==> src/rtl/booth_mac_acc_if.sv <==
// Job, operand and result handshake bundle for the Booth multiply-accumulate stage.
// The master side issues jobs and operands; the slave side is the accumulator.
interface booth_mac_acc_if #(
  parameter int ACC_W = 12,
  parameter int CNT_W = 4
);
  logic                    start;
  logic [CNT_W-1:0]        len;
  logic                    in_valid;
  logic                    in_ready;
  logic [3:0]              m;
  logic [3:0]              q;
  logic                    out_valid;
  logic                    out_ready;
  logic signed [ACC_W-1:0] acc_out;
  logic                    sat;
  logic                    busy;

  modport master (
    output start, len, in_valid, m, q, out_ready,
    input  in_ready, out_valid, acc_out, sat, busy
  );

  modport slave (
    input  start, len, in_valid, m, q, out_ready,
    output in_ready, out_valid, acc_out, sat, busy
  );
endinterface

==> src/rtl/booth_mac_acc.sv <==
// Signed 4x4 radix-2 Booth multiplier feeding a job-based saturating accumulator
// with valid/ready operand and result ports.
module booth_multi_top (
  input  logic [3:0] M,
  input  logic [3:0] Q,
  output logic [7:0] P
);
  logic [4:0] q_ext;
  logic [7:0] m_ext;
  logic [7:0] m_neg;
  logic [7:0] pp [4];

  assign q_ext = {Q, 1'b0};
  assign m_ext = {{4{M[3]}}, M};
  assign m_neg = ~m_ext + 8'd1;

  // Each Booth digit (q[i], q[i-1]) selects +M, -M or 0, weighted by 2^i.
  generate
    for (genvar gi = 0; gi < 4; gi++) begin : g_pp
      assign pp[gi] = (q_ext[gi+1:gi] == 2'b01) ? (m_ext << gi) :
                      (q_ext[gi+1:gi] == 2'b10) ? (m_neg << gi) : 8'd0;
    end
  endgenerate

  assign P = pp[0] + pp[1] + pp[2] + pp[3];
endmodule

module booth_mac_acc #(
  parameter int ACC_W = 12,
  parameter int CNT_W = 4
) (
  input  logic            clk,
  input  logic            rst_n,
  booth_mac_acc_if.slave  bus
);
  typedef enum logic [1:0] {
    IDLE = 2'd0,
    ACC  = 2'd1,
    DONE = 2'd2
  } state_t;

  localparam logic signed [ACC_W-1:0] ACC_MAX = {1'b0, {(ACC_W-1){1'b1}}};
  localparam logic signed [ACC_W-1:0] ACC_MIN = {1'b1, {(ACC_W-1){1'b0}}};

  state_t                  state_reg;
  logic signed [ACC_W-1:0] acc_reg;
  logic                    sat_reg;
  logic [CNT_W-1:0]        remaining_reg;
  logic [7:0]              prod_reg;
  logic                    prod_v_reg;
  logic                    in_ready_reg;
  logic                    out_valid_reg;
  logic                    busy_reg;

  logic [7:0]              product;
  logic                    accept;
  logic [CNT_W-1:0]        remaining_dec;
  logic [ACC_W:0]          sum_ext;
  logic                    add_pos_ovf;
  logic                    add_neg_ovf;
  logic signed [ACC_W-1:0] add_result;

  booth_multi_top u_booth (
    .M (bus.m),
    .Q (bus.q),
    .P (product)
  );

  // in_ready_reg is only ever high in ACC, so it alone qualifies the accept.
  assign accept        = bus.in_valid & in_ready_reg;
  assign remaining_dec = remaining_reg - {{(CNT_W-1){1'b0}}, 1'b1};

  // One guard bit is enough: |product| <= 64 never exceeds half the accumulator range.
  assign sum_ext     = {acc_reg[ACC_W-1], acc_reg} + {{(ACC_W-7){prod_reg[7]}}, prod_reg};
  assign add_pos_ovf = ~sum_ext[ACC_W] &  sum_ext[ACC_W-1];
  assign add_neg_ovf =  sum_ext[ACC_W] & ~sum_ext[ACC_W-1];
  assign add_result  = add_pos_ovf ? ACC_MAX :
                       add_neg_ovf ? ACC_MIN : sum_ext[ACC_W-1:0];

  always_ff @(posedge clk or negedge rst_n) begin
    if (!rst_n) begin
      state_reg     <= IDLE;
      acc_reg       <= '0;
      sat_reg       <= 1'b0;
      remaining_reg <= '0;
      prod_reg      <= '0;
      prod_v_reg    <= 1'b0;
      in_ready_reg  <= 1'b0;
      out_valid_reg <= 1'b0;
      busy_reg      <= 1'b0;
    end else begin
      case (state_reg)
        IDLE: begin
          if (bus.start) begin
            acc_reg       <= '0;
            sat_reg       <= 1'b0;
            prod_v_reg    <= 1'b0;
            remaining_reg <= bus.len;
            busy_reg      <= 1'b1;
            if (bus.len == '0) begin
              state_reg     <= DONE;
              out_valid_reg <= 1'b1;
              in_ready_reg  <= 1'b0;
            end else begin
              state_reg     <= ACC;
              in_ready_reg  <= 1'b1;
            end
          end
        end

        ACC: begin
          if (accept) begin
            prod_reg      <= product;
            prod_v_reg    <= 1'b1;
            remaining_reg <= remaining_dec;
          end else begin
            prod_v_reg    <= 1'b0;
          end

          if (prod_v_reg) begin
            acc_reg <= add_result;
            if (add_pos_ovf || add_neg_ovf) begin
              sat_reg <= 1'b1;
            end
          end

          // The edge that adds the final product is also the one that leaves ACC.
          if (remaining_reg == '0 && prod_v_reg) begin
            state_reg     <= DONE;
            out_valid_reg <= 1'b1;
            in_ready_reg  <= 1'b0;
          end else if (accept) begin
            in_ready_reg  <= (remaining_dec != '0);
          end else begin
            in_ready_reg  <= (remaining_reg != '0);
          end
        end

        DONE: begin
          if (bus.out_ready) begin
            state_reg     <= IDLE;
            out_valid_reg <= 1'b0;
            busy_reg      <= 1'b0;
          end
        end

        default: begin
          state_reg     <= IDLE;
          in_ready_reg  <= 1'b0;
          out_valid_reg <= 1'b0;
          busy_reg      <= 1'b0;
        end
      endcase
    end
  end

  assign bus.in_ready  = in_ready_reg;
  assign bus.out_valid = out_valid_reg;
  assign bus.acc_out   = acc_reg;
  assign bus.sat       = sat_reg;
  assign bus.busy      = busy_reg;
endmodule

==> src/flat_wrapper.sv <==
// flat-port wrapper written by rule: the top's interface ports become plain ports
module booth_mac_acc_flat 
#(
  parameter int ACC_W = 12,
  parameter int CNT_W = 4
)
  (clk, rst_n, bus_start, bus_len, bus_in_valid, bus_m, bus_q, bus_out_ready, bus_in_ready, bus_out_valid, bus_acc_out, bus_sat, bus_busy);
  booth_mac_acc_if #(.ACC_W(ACC_W), .CNT_W(CNT_W)) bus_i ();
  input  logic clk;
  input  logic rst_n;
  input wire logic [$bits(bus_i.start)-1:0] bus_start;
  input wire logic [$bits(bus_i.len)-1:0] bus_len;
  input wire logic [$bits(bus_i.in_valid)-1:0] bus_in_valid;
  input wire logic [$bits(bus_i.m)-1:0] bus_m;
  input wire logic [$bits(bus_i.q)-1:0] bus_q;
  input wire logic [$bits(bus_i.out_ready)-1:0] bus_out_ready;
  output wire logic [$bits(bus_i.in_ready)-1:0] bus_in_ready;
  output wire logic [$bits(bus_i.out_valid)-1:0] bus_out_valid;
  output wire logic [$bits(bus_i.acc_out)-1:0] bus_acc_out;
  output wire logic [$bits(bus_i.sat)-1:0] bus_sat;
  output wire logic [$bits(bus_i.busy)-1:0] bus_busy;
  assign bus_i.start = bus_start;
  assign bus_i.len = bus_len;
  assign bus_i.in_valid = bus_in_valid;
  assign bus_i.m = bus_m;
  assign bus_i.q = bus_q;
  assign bus_i.out_ready = bus_out_ready;
  assign bus_in_ready = bus_i.in_ready;
  assign bus_out_valid = bus_i.out_valid;
  assign bus_acc_out = bus_i.acc_out;
  assign bus_sat = bus_i.sat;
  assign bus_busy = bus_i.busy;
  booth_mac_acc #(.ACC_W(ACC_W), .CNT_W(CNT_W)) u_core (.clk(clk), .rst_n(rst_n), .bus(bus_i));
endmodule
==> config.mk <==
export PLATFORM = sky130hd
export DESIGN_NAME = booth_mac_acc_flat
export DESIGN_NICKNAME = d
export VERILOG_FILES = /design/src/rtl/booth_mac_acc_if.sv /design/src/rtl/booth_mac_acc.sv /design/src/flat_wrapper.sv
export SDC_FILE = /design/constraint.sdc
export NUM_CORES = 1
export LEC_CHECK = 0
export CAP_MARGIN = 20
export CELL_PAD_IN_SITES_DETAIL_PLACEMENT = 1
export CELL_PAD_IN_SITES_GLOBAL_PLACEMENT = 2
export CORE_UTILIZATION = 38
export CTS_BUF_LIST = sky130_fd_sc_hd__clkbuf_4 sky130_fd_sc_hd__clkbuf_8 sky130_fd_sc_hd__clkbuf_16
export DETAILED_ROUTE_END_ITERATION = 8
export PLACE_DENSITY = 0.9
export SYNTH_ARGS = -nofsm -noshare
export SYNTH_HDL_FRONTEND = slang
export SYNTH_SLANG_ARGS = --single-unit
==> constraint.sdc <==
create_clock -name clk -period 3.8 [get_ports clk]
set_input_delay 0.76 -clock clk [delete_from_list [all_inputs] [get_ports clk]]
set_output_delay 0.76 -clock clk [all_outputs]
set_load 0.005 [all_outputs]
==> summary.md, run 1 <==
| Metric | Value |
|---|---|
| Die H | `86.6 um` |
| Flops & latches, synth | `31` |
| Setup TNS | `0 ns` |
| First-pass GRT wire length | `12.1 mm` |
| Post-synth ARST share | `1.00` |
| Largest net degree at the start of global routing | `32` |
| Finished Cell Area | `0.00356 mm2` |
| Worst Clk Skew | `0.00878 ns` |
| Fin util | `0.518` |
| H-tree depth | `2` |
| TritonCTS clock tree | `built` |
| Flop pwr share | `0.276` |
| Synth Flop Type | `dfrtp_1` |
| Clk Latency, worst-skew pair | `0.29 ns` |
| Vias in the first global route | `2565` |
| Kind of critical path | `input port to register` |
| Initial antenna violation count | `0` |
| Total GRT Usage | `0.209` |
| Syn_nets | `346` |
| CP peak stage delay | `0.56 ns` |
| Number of flops mapped to enable cells by yosys | `0` |
| Crit share post-route | `0.957` |
| Slew Limit Fails | `0` |
| Max reg flops | `12` |
| Share of post-route cells with drive strength above 1 | `0.228` |
| Hold crit path type | `register to register` |
| Critical Path Start | `bus_m[3]` |
| Slew margin rel. | `0.630` |
| Area post-placement | `0.00330 mm2` |
| Fin crit period | `3.64 ns` |
| Pint | `1.25 mW` |
| Worst hold start | `u_core.bus.out_valid` |
| Critical-path top delay cell | `fa_2` |
| Final Hold Fails | `0` |
| Top-area cell type share of the netlist area | `0.285` |
| CP bufs+invs | `4` |
| Pwr Total | `2.24 mW` |
| Post-Syn Area | `0.00272 mm2` |
| Peak supply drop | `0.206 mV` |
| Cell family with the largest share of critical-path delay | `adder cells` |
| Crit-path max FO | `4` |
| Synth Warn # | `0` |
| CTS buffer count | `5` |
| Syn_area_per_cell | `9.24 um2` |
| Sw power | `0.990 mW` |
| Antenna cells | `0` |
| FMAX | `275 MHz` |
| Clock Tree Buf Depth | `2` |
| DR iter-0 viols | `48` |
| Hpwl dp | `5.28 mm` |
| Routed via count | `2333` |
| Post-Layout Cell Count | `451` |
| IO Pins | `33` |
| Site Rows | `30` |
| Critical R2R Launch | `u_core.bus.acc_out[0]` |
| Post-synth top area cell | `dfrtp_1` |
| Initial core utilization | `0.396` |
| Clock network fraction of total power | `0.119` |
| Layout overhead on the synthesized area | `30.9%` |
| Slew @ Worst Pin | `0.555 ns` |
| Worst endpoint data arrival time | `3.79 ns` |
| Number of vias per cell | `5.17` |
| Reg2reg setup slack | `0.83 ns` |
| Routed len/inst | `15.4 um` |
| Drt pass-1 iters | `4` |
| Antenna Nets Post-Route | `0` |
| Final setup viols | `0` |
| Static leakage | `1.67 nW` |
| Max-cap viol count | `0` |
| WL met3 | `118 um` |
| Critical Path RT | `3.96 ns` |
| Clk root buf | `clkbuf_8` |
| Total Nets Final | `406` |
| Sequential area share after synthesis | `0.285` |
| DP Cell Count | `438` |
| Library cells used by synthesis | `54` |
| Chip Width | `86.6 um` |
| Power per cell area | `631 mW/mm2` |
| Top Layer Used | `met4` |
| Most frequent cells in the layout | `31 x nand2_1, 31 x dfrtp_1, 29 x buf_4` |
| Critical path launch point type | `input port` |
| Clock Sinks | `31` |
| Total grt overflow | `0` |
| Clock transition at path regs | `0.08 ns` |
| Critical Path Most Common Cell | `inv_1` |
| Routed WL | `6.97 mm` |
| Worst Setup End Kind | `register` |
| Mapped Cells | `294` |
| Routed met2 length | `3.78 mm` |
| Buffers on Ports | `32` |
| CP cell instances | `clkdlybuf4s50_1 -> inv_1 -> ha_4 -> o21ai_2 -> fa_1 -> inv_2 -> fa_2 -> inv_1 -> ha_1 -> a21o_1 -> a21oi_2 -> xor2_1 -> o21ai_0` |
| Net Sw Frac | `0.441` |
| Power share of the combinational group | `0.606` |
| Leading post-synthesis cells by cell area | `dfrtp_1 29%, ha_1 11%, fa_1 8.1%` |
| DRC violations left | `0` |
| Outcome | `finished, final reports clean` |
| Full die area | `0.00749 mm2` |
| RePlAce Congestion | `0.815` |
| Met1 WL | `2.98 mm` |
| Core area | `0.00687 mm2` |
-- through the flow --
stage | setup slack [ns] | hold WS [ns]
2_1_floorplan | 0.000868 | 0.454
3_3_place_gp | -0.518 | 0.463
3_5_place_dp | -0.687 | 0.469
4_1_cts | 0.00135 | 0.487
5_1_grt | -0.0165 | 0.539
6_report | 0.163 | 0.484
-- power groups by stage --
stage          logic (mW)  clock network, mW  registers (mW)
5_1_grt              1.54              0.287           0.644
6_report             1.36              0.266           0.619
3_5_place_dp         1.33                  0           0.626
4_1_cts              1.36              0.275           0.620
3_3_place_gp         1.27                  0           0.617
2_1_floorplan       0.951                  0           0.575
-- kinds of logic (layout without fill, tap and decap cells) --
| group | count (synthesis) | in the layout | share of synthesized area |
|---|---|---|---|
| compound gates | 85 | 85 | 0.229 |
| mux | 5 | 5 | 0.0203 |
| flops | 31 | 31 | 0.285 |
| xor+xnor | 21 | 21 | 0.0677 |
| simple gates | 82 | 82 | 0.152 |
| buf+inv | 35 | 96 | 0.0539 |
| fa+ha+maj | 35 | 35 | 0.192 |
-- timing repair --
item,in CTS,in global routing
gates resized for setup,22,21
endpoints found under the hold margin,0,0
hold buffers,0,0
gates cloned,0,0
setup buffers,3,2
pin swaps,11,10
endpoints found under the setup margin,3,2
-- final cells by class --
cell class                 instances  area, um2
tap                               96        120
clock buffer                       5       68.8
fill                             804       3310
timing repair buffer              62        552
multi-input combinational        228       1920
sequential                        31        776
inverter                          26       97.6
clock inverter                     3       20.0
-- per-layer routing --
metal | vias up | global-route usage
met5 | - | 0
met4 | 0 | 0.0636
met3 | 6 | 0.0210
met2 | 28 | 0.411
met1 | 1160 | 0.235
li1 | 1139 | -
-- cells in the mapped netlist, types with 3 or more instances --
| library cell | number |
|---|---|
| dfrtp_1 | 31 |
| nand2_1 | 31 |
| o21ai_0 | 27 |
| inv_1 | 26 |
| ha_1 | 24 |
| xnor2_1 | 15 |
| nor2_1 | 14 |
| fa_1 | 11 |
| a21oi_1 | 10 |
| nor2b_1 | 10 |
| a21o_1 | 6 |
| a221o_1 | 6 |
| xor2_1 | 6 |
| a21oi_2 | 5 |
| nand2b_1 | 5 |
| mux2_2 | 4 |
| nand3_1 | 4 |
| a22o_1 | 3 |
| a22oi_1 | 3 |
| buf_2 | 3 |
| clkbuf_1 | 3 |
| nand3b_1 | 3 |
| o21a_1 | 3 |
| o31ai_1 | 3 |
-- worst register-to-register path, delay by kind of cell (launching register included) --
family	cells	cell delay (ns)
flops	1	0.41
fa+ha+maj	3	0.92
simple gates	1	0.29
buf+inv	1	0.08
compound gates	6	1.16
-- final timing paths --
| check | endpoint | depth (start not counted) |
|---|---|---|
| setup / recovery | u_core.prod_reg[6] | 13 |
| hold / removal | u_core.bus.out_valid | 1 |
| setup reg to reg | u_core.bus.acc_out[9] | 11 |
| hold reg to reg | u_core.bus.out_valid | 1 |
| max in group asynchronous | u_core.prod_reg[6] | 2 |
| min in group asynchronous | u_core.bus.in_ready | 2 |
(Power assumes the default switching activity.)
==> run 2, diff against run 1 <==
--- a/config.mk
+++ b/config.mk
@@ -8,6 +8,7 @@
 export CAP_MARGIN = 20
 export CELL_PAD_IN_SITES_DETAIL_PLACEMENT = 1
 export CELL_PAD_IN_SITES_GLOBAL_PLACEMENT = 2
+export CORE_ASPECT_RATIO = 1.25
 export CORE_UTILIZATION = 38
 export CTS_BUF_LIST = sky130_fd_sc_hd__clkbuf_4 sky130_fd_sc_hd__clkbuf_8 sky130_fd_sc_hd__clkbuf_16
 export DETAILED_ROUTE_END_ITERATION = 8
==> run 2 against run 1 <==
Effect of this change:
- final cell count shrank 1.3%
- routed wire length is 3.8% lower
- design area up 0.11%
- fmax increased by 0.21%
- utilization fell by 0.43 points
- first-iteration DRC count up 65%
- count of clock-buffer cells in the layout is 1 higher
- critical path depth rose by 1
- clock skew increased by 0.0016 ns
- sequential cell count is the same
- hold slack better by 0.0035 ns
==> summary.md, run 2 (same netlist as run 1, synthesis figures left out) <==
| Metric | Value |
|---|---|
| Site Rows | `34 (+13%)` |
| Buffers on Ports | `32 (unchanged)` |
| Final Hold Fails | `0 (unchanged)` |
| Layout fillers | `788 (-2.0%)` |
| Hold crit path type | `register to register` |
| Fin crit period | `3.63 ns (-0.00746 ns)` |
| Max reg flops | `12 (unchanged)` |
| Routed len/inst | `15.1 um (-2.5%)` |
| Crit-path max FO | `4 (unchanged)` |
| Crit share post-route | `0.955 (-0.00196)` |
| Antenna Nets Post-Route | `0 (unchanged)` |
| Antenna cells | `0 (unchanged)` |
| Chip Width | `77.6 um (-10%)` |
| Clock Tree Buf Depth | `2 (unchanged)` |
| Critical path launch point type | `input port` |
| Full die area | `0.00750 mm2 (about the same)` |
| DRC violations left | `0 (unchanged)` |
| FMAX | `276 MHz (+0.21%)` |
| DR iter-0 viols | `79 (+65%)` |
| Worst Setup End Kind | `register` |
| Clock transition at path regs | `0.07 ns (about the same)` |
| Max-cap viol count | `0 (unchanged)` |
| Routed WL | `6.70 mm (-3.8%)` |
| Die H | `96.6 um (+12%)` |
| Drt pass-1 iters | `4 (unchanged)` |
| Worst Clk Skew | `0.0104 ns (+0.00163 ns)` |
| Outcome | `finished, final reports clean` |
| PnR worst setup slack | `0.171 ns (+0.00746 ns)` |
| Total grt overflow | `0 (unchanged)` |
| Pre-CTS setup slack | `-0.655 ns (+0.0319 ns)` |
| Footprint of the multi-input gates | `0.00194 mm2 (+0.84%)` |
| Clk Latency, worst-skew pair | `0.28 ns (about the same)` |
| Core area | `0.00693 mm2 (+0.95%)` |
| Peak supply drop | `0.269 mV (+30%)` |
| Final setup viols | `0 (unchanged)` |
| WL met3 | `81 um (-31%)` |
| Total Nets Final | `407 (+0.25%)` |
| Routed met2 length | `3.68 mm (-2.6%)` |
| # hold bufs at CTS | `0 (unchanged)` |
| Hpwl dp | `5.20 mm (-1.5%)` |
| Number of vias per cell | `5.29 (+2.2%)` |
| Critical Path RT | `3.94 ns (-0.02 ns)` |
| RePlAce Congestion | `0.881 (+8.1%)` |
| Top Layer Used | `met4` |
| Worst endpoint data arrival time | `3.77 ns (-0.02 ns)` |
| Slew @ Worst Pin | `0.525 ns (-0.0298 ns)` |
| Kind of critical path | `input port to register` |
| Clock Sinks | `31 (unchanged)` |
| Met1 WL | `2.80 mm (-6.0%)` |
| H-tree depth | `2 (unchanged)` |
| TritonCTS clock tree | `built` |
| Largest net degree at the start of global routing | `32 (unchanged)` |
| Share of post-route cells with drive strength above 1 | `0.228 (unchanged)` |
| Vias in the first global route | `2482 (-3.2%)` |
| Register area | `776 um2 (unchanged)` |
| Slew Limit Fails | `0 (unchanged)` |
| Most frequent cells in the layout | `31 x nand2_1, 31 x dfrtp_1, 30 x buf_4` |
| Slew margin rel. | `0.650 (+0.0198)` |
| Layout overhead on the synthesized area | `31.1%` |
| Static leakage | `1.67 nW (+0.27%)` |
| IO Pins | `33 (unchanged)` |
| Initial antenna violation count | `0 (unchanged)` |
| Total GRT Usage | `0.194 (-0.0152)` |
| Power per cell area | `628 mW/mm2 (-0.45%)` |
| First-pass GRT wire length | `11.4 mm (-6.2%)` |
| CTS buffer count | `5 (unchanged)` |
| Initial core utilization | `0.392 (-0.00371)` |
| Routed via count | `2353 (+0.86%)` |
| Fin util | `0.514 (-0.00432)` |
| Clk root buf | `clkbuf_8` |
run 2: changes by cell type in the layout (fill, tap and decap cells not counted), sizes merged:
cell / previous run / this run
clkbuf: 7 / 9
clkinvlp: 2 / 0
dlymetal6s2s: 5 / 3
buf: 30 / 31
dlygate4sd2: 0 / 1
run 2: worst max-delay path, stage by stage:
cell and delay (ns):
dlygate4sd2_1 0.25, or3_4 0.35, ha_4 0.31, buf_4 0.11, o21ai_2 0.07, fa_1 0.53, inv_1 0.05, fa_1 0.52
inv_1 0.07, ha_4 0.24, a21oi_2 0.17, xnor2_2 0.13, xnor2_1 0.13, o21ai_1 0.07
run 2: final timing paths:
kind / start / to / slack (ns) / depth (start not counted)
setup / recovery: bus_m[2] / u_core.prod_reg[7] / 0.17 / 14
hold / removal: u_core.bus.out_valid / u_core.bus.out_valid / 0.49 / 1
setup reg to reg: u_core.bus.acc_out[0] / u_core.bus.acc_out[10] / 0.88 / 11
hold reg to reg: u_core.bus.out_valid / u_core.bus.out_valid / 0.49 / 1
max in group asynchronous: rst_n / u_core.prod_reg[3] / 2.61 / 2
min in group asynchronous: rst_n / u_core.bus.acc_out[8] / 0.87 / 2
run 2: report_power, final:
part	switching, mW	total [mW]	internal, mW
Combinational	0.696	1.35	0.655
Sequential	0.150	0.621	0.471
Clock	0.122	0.264	0.142
Total	0.968	2.24	1.27
run 2: metrics by stage:
stage	instances	power, mW	cell area, um2	TNS, ns	hold WS, ns
after floorplan	294	1.53	2720	0	0.454
after global placement	435	1.88	3310	-1.27	0.462
after detailed placement	435	1.94	3310	-1.83	0.482
after CTS	444	2.25	3520	0	0.498
after global routing	445	2.45	3560	-0.00296	0.517
final	445	2.24	3560	0	0.487
run 2: area by class of cell:
class                   count  area share
clock buffers               6      0.0232
clock inverters             1     0.00140
inverters                  26      0.0274
multi-input cells         228       0.545
flip-flops and latches     31       0.218
well taps                  90      0.0316
repair buffers             63       0.154
run 2: timing repair:
item | 4_1_cts | 5_1_grt
cloned | 0 | 0
buffers inserted | 2 | 1
pin swaps | 11 | 6
resized for setup | 28 | 16
endpoints found under the setup margin | 3 | 1
run 2: layer usage:
layer	GRT usage	vias up
li1	-	1145
met1	0.215	1167
met2	0.380	31
met3	0.0207	10
met4	0.0723	0
met5	0	-
